--- config.mk ---
export PLATFORM = sky130hd
export DESIGN_NAME = ineq_sweep_ctrl
export DESIGN_NICKNAME = d
export VERILOG_FILES = /design/src/rtl/ineq_pkg.sv /design/src/rtl/ineq_settle_timer.sv /design/src/rtl/ineq_sweep_ctrl.sv
export SDC_FILE = /design/constraint.sdc
export NUM_CORES = 1
export LEC_CHECK = 0
export BUFFER_PORTS_ARGS = -buffer_cell sky130_fd_sc_hd__buf_2
export CAP_MARGIN = 10
export CORE_ASPECT_RATIO = 1.5
export CORE_MARGIN = 5
export CORE_UTILIZATION = 40
export CTS_CLUSTER_DIAMETER = 150
export DETAILED_ROUTE_END_ITERATION = 7
export PLACE_DENSITY = 0.76
export SLEW_MARGIN = 25
export SYNTH_ARGS = -nofsm -noshare
export SYNTH_HDL_FRONTEND = slang
export SYNTH_SLANG_ARGS = --single-unit
export TNS_END_PERCENT = 20
--- constraint.sdc ---
create_clock -name clk -period 1.8 [get_ports clk]
set_input_delay 0.18 -clock clk [delete_from_list [all_inputs] [get_ports clk]]
set_output_delay 0.18 -clock clk [all_outputs]
set_load 0.01 [all_outputs]
--- src/rtl/ineq_pkg.sv ---
// Shared types and helpers for the inequality sweep controller.
package ineq_pkg;

    typedef enum logic [1:0] {
        IDLE,
        WAIT,
        DONE
    } state_t;

    localparam int unsigned NUM_W_DEF  = 4;
    localparam int unsigned NUM_VALUES = 2 ** NUM_W_DEF;

    // Bit position of OUT[k] captured at NUM=n inside the flattened mask.
    function automatic int unsigned mask_idx(input int unsigned k,
                                             input int unsigned n,
                                             input int unsigned nvals = NUM_VALUES);
        return k * nvals + n;
    endfunction

endpackage

--- src/rtl/ineq_settle_timer.sv ---
// Load/decrement settle counter with a zero flag; load wins over counting.
module ineq_settle_timer #(
    parameter int unsigned SETTLE = 1
) (
    input  logic clk,
    input  logic rst_n,
    input  logic load,
    output logic zero
);

    localparam logic [3:0] LOAD_VAL = 4'(SETTLE);

    logic [3:0] cnt;

    always_ff @(posedge clk or negedge rst_n) begin
        if (!rst_n) begin
            cnt <= '0;
        end else if (load) begin
            cnt <= LOAD_VAL;
        end else if (cnt != '0) begin
            cnt <= cnt - 4'd1;
        end
    end

    assign zero = (cnt == '0);

endmodule

--- src/rtl/ineq_sweep_ctrl.sv ---
// Sweeps an inequality evaluator over every NUM value and records its truth table.
// Optional self-check against expected_i when INEQ_SWEEP_CHECK_EN is defined.
module ineq_sweep_ctrl
    import ineq_pkg::*;
#(
    parameter int unsigned NUM_W  = 4,
    parameter int unsigned OUT_W  = 3,
    parameter int unsigned SETTLE = 1
) (
    input  logic                          clk,
    input  logic                          rst_n,
    input  logic                          start_i,
    input  logic                          abort_i,
    output logic [NUM_W-1:0]              num_o,
    input  logic [OUT_W-1:0]              out_i,
    output logic                          busy_o,
    output logic                          done_o,
    output logic [OUT_W*(2**NUM_W)-1:0]   mask_o,
    output logic [OUT_W*(NUM_W+1)-1:0]    ones_o
`ifdef INEQ_SWEEP_CHECK_EN
    ,
    input  logic [OUT_W*(2**NUM_W)-1:0]   expected_i,
    output logic                          mismatch_o,
    output logic [NUM_W-1:0]              fail_num_o
`endif
);

    localparam int unsigned     NVALS    = 2 ** NUM_W;
    localparam logic [NUM_W-1:0] LAST_NUM = '1;

    state_t state, state_nx;
    logic   zero;
    logic   start_go;
    logic   capture;
    logic   last;
    logic   load;

    // Abort beats both a start in IDLE and a capture in WAIT.
    assign start_go = (state == IDLE) && start_i && !abort_i;
    assign capture  = (state == WAIT) && zero && !abort_i;
    assign last     = (num_o == LAST_NUM);
    assign load     = start_go || (capture && !last);

    ineq_settle_timer #(
        .SETTLE(SETTLE)
    ) u_timer (
        .clk  (clk),
        .rst_n(rst_n),
        .load (load),
        .zero (zero)
    );

    always_comb begin
        state_nx = state;
        busy_o   = 1'b0;
        done_o   = 1'b0;
        case (state)
            IDLE: begin
                if (start_go) state_nx = WAIT;
            end
            WAIT: begin
                busy_o = 1'b1;
                if (abort_i)              state_nx = IDLE;
                else if (capture && last) state_nx = DONE;
            end
            DONE: begin
                done_o   = 1'b1;
                state_nx = IDLE;
            end
            default: state_nx = IDLE;
        endcase
    end

    always_ff @(posedge clk or negedge rst_n) begin
        if (!rst_n) begin
            state <= IDLE;
            num_o <= '0;
        end else begin
            state <= state_nx;
            if (start_go || ((state == WAIT) && abort_i)) begin
                num_o <= '0;
            end else if (capture && !last) begin
                num_o <= num_o + NUM_W'(1);
            end
        end
    end

    logic [OUT_W-1:0] diff;

    // One truth-table row and ones counter per evaluator output bit.
    for (genvar k = 0; k < OUT_W; k++) begin : g_bit
        logic [NVALS-1:0] row;
        logic [NUM_W:0]   cnt;
        logic [NVALS-1:0] exp_row;

        always_ff @(posedge clk or negedge rst_n) begin
            if (!rst_n) begin
                row <= '0;
                cnt <= '0;
            end else if (start_go) begin
                row <= '0;
                cnt <= '0;
            end else if (capture) begin
                row[num_o] <= out_i[k];
                cnt        <= cnt + {{NUM_W{1'b0}}, out_i[k]};
            end
        end

        assign mask_o[mask_idx(k, 0, NVALS) +: NVALS] = row;
        assign ones_o[k*(NUM_W+1) +: (NUM_W+1)]       = cnt;

`ifdef INEQ_SWEEP_CHECK_EN
        assign exp_row = expected_i[mask_idx(k, 0, NVALS) +: NVALS];
`else
        assign exp_row = row;
`endif
        assign diff[k] = exp_row[num_o] ^ out_i[k];
    end

`ifdef INEQ_SWEEP_CHECK_EN
    always_ff @(posedge clk or negedge rst_n) begin
        if (!rst_n) begin
            mismatch_o <= 1'b0;
            fail_num_o <= '0;
        end else if (start_go) begin
            mismatch_o <= 1'b0;
            fail_num_o <= '0;
        end else if (capture && (diff != '0) && !mismatch_o) begin
            mismatch_o <= 1'b1;
            fail_num_o <= num_o;
        end
    end
`else
    logic unused_diff;
    assign unused_diff = ^diff;
`endif

endmodule
; Word-level counts from Yosys, hierarchy flattened
; Index checks and enable logic that the tools add are counted.
[totals]
register_bits = 73
input_bits = 7
word_cells = 67
[op_classes]
n_addsub = 5
order_cmp = 2
eq_ne = 5
mux = 27
n_reduce_logical = 19
[ops]
columns = cell, n
row1 = 2-to-1 mux 16 bit, 6
row2 = bitwise mux 16 bit, 3
row3 = 2-to-1 mux 5 bit, 6
row4 = 2-to-1 mux 4 bit, 4
row5 = adder 5 x 1 -> 5 bit, 3
row6 = logical AND 1 bit, 8
row7 = 2-to-1 mux 2 bit, 3
row8 = nonzero test 2 bit, 3
row9 = < comparator 4 x 5 -> 1 bit (second input constant), 1
row10 = adder 4 x 1 -> 4 bit (second input constant), 1
row11 = demux 1 bit (select 4 bit), 1
row12 = == test 4 bit (second input constant), 1
row13 = greater-or-equal comparator 4 x 1 -> 1 bit (second input constant), 1
row14 = zero test 4 bit, 1
row15 = case mux 2 bit (2 select lines), 1
row16 = nonzero test 4 bit, 1
row17 = subtractor 4 x 1 -> 4 bit (second input constant), 1
row18 = 2-to-1 mux 1 bit, 3
row19 = != test 3 bit (second input constant), 1
row20 = == test 2 x 1 -> 1 bit (second input constant), 1
row21 = == test 2 bit (second input constant), 1
row22 = zero test 1 bit, 2
row23 = zero test 2 bit, 1
row24 = logical OR 1 bit, 2
row25 = other kinds (2), 2

; Depth between registers and ports, before layout
[depth]
depth_word = 7
depth_mapped = 7
depth_no_buf = 5

; Cells and area by module
; From an unflattened synthesis, not the netlist that was laid out.
[unflattened]
hier_cells = 320
hier_area_um2 = 3636.0
[by_module_without_submodules]
columns = mod, instances, cells_per_inst, area_each_um2
row1 = ineq_sweep_ctrl, 1, 298, 3405.8
row2 = ineq_settle_timer, 1, 22, 230.2

; Worst setup path before layout
; OpenSTA, ideal clock, no wires.
[synth_timing]
path_kind = reg-to-reg
startpoint = reg u_timer.cnt[0]
endpoint = reg g_bit[0].cnt[3]
setup_time_ps = 135
t_arrival_ps = 1609
t_required_ps = 1665
slack_ps = 56
stages_incl_launch_ff = 7
path_buffers = 1
synth_period_minus_slack_ps = 1744
cell_sequence = dfrtp_1 > inv_1 > ha_1 > or3b_1 > clkbuf_1 > o311ai_1 > o31ai_1
[synth_between]
elab_chain_len = 4
[synth_rtl]
columns = item, line_no
row1 = "start, declared", ineq_settle_timer.sv:13  ; logic [3:0] cnt;
row2 = "start signal, assigned", ineq_settle_timer.sv:21  ; cnt <= cnt - 4'd1;
row3 = zero test 4 bit, ineq_settle_timer.sv:25  ; assign zero = (cnt == '0);
row4 = logical AND 1 bit (2 in a row), ineq_sweep_ctrl.sv:40  ; assign capture = (state == WAIT) && zero && !abort_i;
row5 = nonzero test 2 bit (no line), n/a
row6 = "end signal, assigned", ineq_sweep_ctrl.sv:105  ; cnt <= cnt + {{NUM_W{1'b0}}, out_i[k]};
row7 = "end, declared", ineq_sweep_ctrl.sv:93  ; logic [NUM_W:0] cnt;
; Every way passes these cells.
; A chain may end at the register's enable or synchronous reset.

; Final worst setup path
[layout_timing]
startpoint = reg u_timer.cnt[1]
endpoint = reg g_bit[1].cnt[3]
[layout_between]
elab_chain_len = 4
[layout_rtl]
columns = item, line_no
row1 = zero test 4 bit, ineq_settle_timer.sv:25
row2 = logical AND 1 bit (2 in a row), ineq_sweep_ctrl.sv:40
row3 = nonzero test 2 bit (no line), n/a
row4 = "end signal, assigned", ineq_sweep_ctrl.sv:105
row5 = "end, declared", ineq_sweep_ctrl.sv:93
; Every way passes these cells.

==> reports/metrics.cfg <==
[timing]
setup_violations=0
rsz0062_at_grt=false
clock_skew_ns=0.00497
period_share_pct=98.1
period_needed_ns=1.77
finalHoldViolations=0
slew_viol_final=0
fmax_mhz=566
slew_headroom_pct=73.2
worstMarginPinSlew_ns=0.401

[route]
routed_wl_um=8920
dr.pass1.iters=4
wire_per_inst_um=17.2
viasPerCell=5.35
postRouteAntennaNets=0
via_count=2780
dr.first_iter.drc_count=169
drcViolationCount=0

[placed_design]
dpl_cell_area_um2=4110
gp_congestion=0.802
dp_hpwl_um=6360
io_buffers=75
dp_cells=503

[pwr]
vdd_ir_drop_max_uv=542
power.leakage_uw=0.00260
p_int_uw=3260
powerDensity_nw_per_um2=1010
p_seq_share_pct=40.4
p_switching_uw=1250
netSwitchingFraction_pct=27.8
p_clk_share_pct=40.3
pwr-share-comb_pct=19.3

[synth]
synth_flop_cell=dfrtp_1
synth_edf_count=0
syn_nets=331
synthCells=313
yosys_warnings=0
async_reset_ff_share_pct=100
synth_cell_types=39
syn_area_per_cell_um2=11.2
synth-seq-cells=73
ys_seq_area_share_pct=52.0
syn-cell-area_um2=3510

[setup_path]
crit_fanout=3
worstPathArrival_ns=2.02
crit_type=flip-flop to flip-flop
critPathBufInv=1
slowest_delay_ns=0.49
setup.worst_path.end_class=flip-flop
start_kind=flip-flop
crit_chain=inv_1, ha_2, or3b_4, or4_1, a21boi_1
critical_path.top_delay_family=simple AND/OR/NAND/NOR gates
slowest_stage=or4_1
worst-endpoint-required_ns=2.05

[clock_tree]
clkTransAtPathRegs_ns=0.06
cts_tree=done
clk_latency_ns=0.33
cts_buffers=9
post-cts-setup-buffers=0
cts_max_level=3
root_buffer=clkbuf_16
cts_sinks=73
clockBufferDepth=2

[layout]
layout.cells.non_filler=520
nNetsFinal=423
final_cell_area_um2=4480
insertedDiodeCount=0
syn_to_final_growth_pct=27.5
drive_above_1_share_pct=32.0
fillers=821

[die]
initial_core_util_pct=40.3
fp.dieW_um=86.5
die_y_um=125
die_area_um2=10800
rows=42
coreArea_um2=8720
ioPinCount=76

[run]
max_cap_violations=0

[grt]
overflow=0
antenna_found_initial=0
grt_max_degree=74
grt_pass1_wl_um=15000
grt_pass1_vias=2972
grt_use_total_pct=17.5

[hold_path]
hold_path_class=input port to flip-flop

[run_status]
status=finished clean

## cells in the final DEF (no fill, tap or decap), types with 2 or more instances in the layout
cell type / instances
nand3b_1: 2
ha_1: 10
nand3_1: 24
buf_6: 2
and4bb_2: 3
nor3b_2: 2
nand2b_1: 9
clkbuf_8: 2
o31ai_1: 9
buf_12: 2
nand2_1: 55
nor3_1: 2
inv_1: 3
buf_4: 20
a31o_1: 6
mux2i_1: 49
and3_1: 10
mux2_2: 2
nor2b_1: 3
dfrtp_1: 73
nor2_1: 3
or3b_4: 2
clkbuf_16: 9
nand4_1: 4
o311ai_1: 4
buf_2: 75
o311ai_2: 4
## area by class of cell
class | count | area (µm²) | area share [%]
Tap cell | 110 | 138 | 3.07
Multi-Input combinational cell | 217 | 1590 | 35.6
Clock inverter | 4 | 51.3 | 1.15
Sequential cell | 73 | 1830 | 40.8
Timing Repair Buffer | 100 | 598 | 13.4
Inverter | 4 | 15.0 | 0.335
Clock buffer | 12 | 256 | 5.73
## tightest hold or removal path, cell delays in order
cell     delay (ns)
buf_2          0.12
nand2_1        0.09
buf_4          0.15
o31ai_1        0.07
## worst paths after layout
path                                            from                    to  slack (ns)  depth (start not counted)
worst max-delay path                  u_timer.cnt[1]       g_bit[1].cnt[3]        0.03                          5
worst min-delay path                        out_i[0]  g_bit[0].exp_row[15]        0.33                          4
worst max register to register        u_timer.cnt[1]       g_bit[1].cnt[3]        0.03                          5
worst min register to register  g_bit[2].exp_row[10]  g_bit[2].exp_row[10]        0.52                          2
max in group asynchronous                      rst_n   g_bit[0].exp_row[3]        1.08                          3
min in group asynchronous                      rst_n  g_bit[2].exp_row[13]        0.41                          3
## routing by layer
metal | wire [µm] | share of wire, % | track usage (%)
met2 | 4720 | 53 | 29.0
met3 | 372 | 4.2 | 4.50
met5 | 0 | 0 | 0
met1 | 3730 | 42 | 21.8
met4 | 97 | 1.1 | 5.87
## flip-flops by register name, indices dropped and copies added, names as in the netlist
signal / cells
g_bit.cnt: 15
u_timer.cnt: 4
g_bit.exp_row: 48
state: 2
num_o: 4
## power groups by stage
| stage | Combinational [µW] | Sequential, µW | Clock, µW |
|---|---|---|---|
| finish | 874 | 1820 | 1820 |
| global route | 976 | 1840 | 1930 |
| CTS | 841 | 1820 | 1870 |
| detailed placement | 835 | 1850 | 0 |
| global placement | 802 | 1840 | 0 |
| floorplan | 484 | 1850 | 0 |
## per-stage QoR
step / hold WS (ns) / utilization [%] / setup TNS, ns / total power, µW / worst slack [ns]
after floorplan: -0.116 / - / 0 / 2330 / 0.0561
after global placement: 0.243 / 47.1 / 0 / 2640 / 0.0570
after detailed placement: 0.248 / 47.1 / -0.0114 / 2680 / -0.0114
after CTS: 0.309 / 50.9 / 0 / 4520 / 0.0368
after global routing: 0.353 / 51.3 / 0 / 4750 / 0.00335
final: 0.334 / 51.3 / 0 / 4520 / 0.0335
## synthesized netlist by cell type, types with 2 or more instances
| cell | count | share of area, % |
|---|---|---|
| nor2b_1 | 3 | 0.53 |
| nor3_1 | 2 | 0.29 |
| nand4_1 | 4 | 0.71 |
| nand2_1 | 55 | 5.9 |
| nand2b_1 | 9 | 1.6 |
| a31o_1 | 6 | 1.5 |
| or3b_1 | 2 | 0.50 |
| mux2_2 | 2 | 0.64 |
| ha_1 | 11 | 3.9 |
| dfrtp_1 | 73 | 52 |
| inv_1 | 4 | 0.43 |
| buf_6 | 4 | 1.3 |
| o311ai_1 | 7 | 1.7 |
| buf_2 | 8 | 1.1 |
| and3_1 | 10 | 1.8 |
| nand3b_1 | 2 | 0.43 |
| nor2_1 | 3 | 0.32 |
| clkbuf_1 | 4 | 0.43 |
| nand3_1 | 24 | 3.4 |
| buf_4 | 3 | 0.64 |
| mux2i_1 | 49 | 14 |
| o31ai_1 | 9 | 1.9 |
| and4bb_2 | 3 | 1.1 |
## cells by family (layout without fill, tap and decap cells)
kind of cell | Yosys count | count (layout) | synth area share, %
adders and majority gates | 11 | 11 | 3.92
muxes | 51 | 51 | 14.6
DFF | 73 | 73 | 52.0
AOI/OAI and AO/OA | 30 | 30 | 7.05
buffers and inverters | 23 | 120 | 3.92
and+or+nand+nor | 124 | 124 | 18.2
xor gates and xnor gates | 1 | 1 | 0.249
## timing repair
| item | in CTS | in global routing |
|---|---|---|
| hold buffers | 1 | 0 |
| hold endpoints to repair | 73 | 0 |
| gates resized for setup | 2 | 9 |
| endpoints found under the setup margin | 3 | 11 |
(Power assumes the default switching activity.)
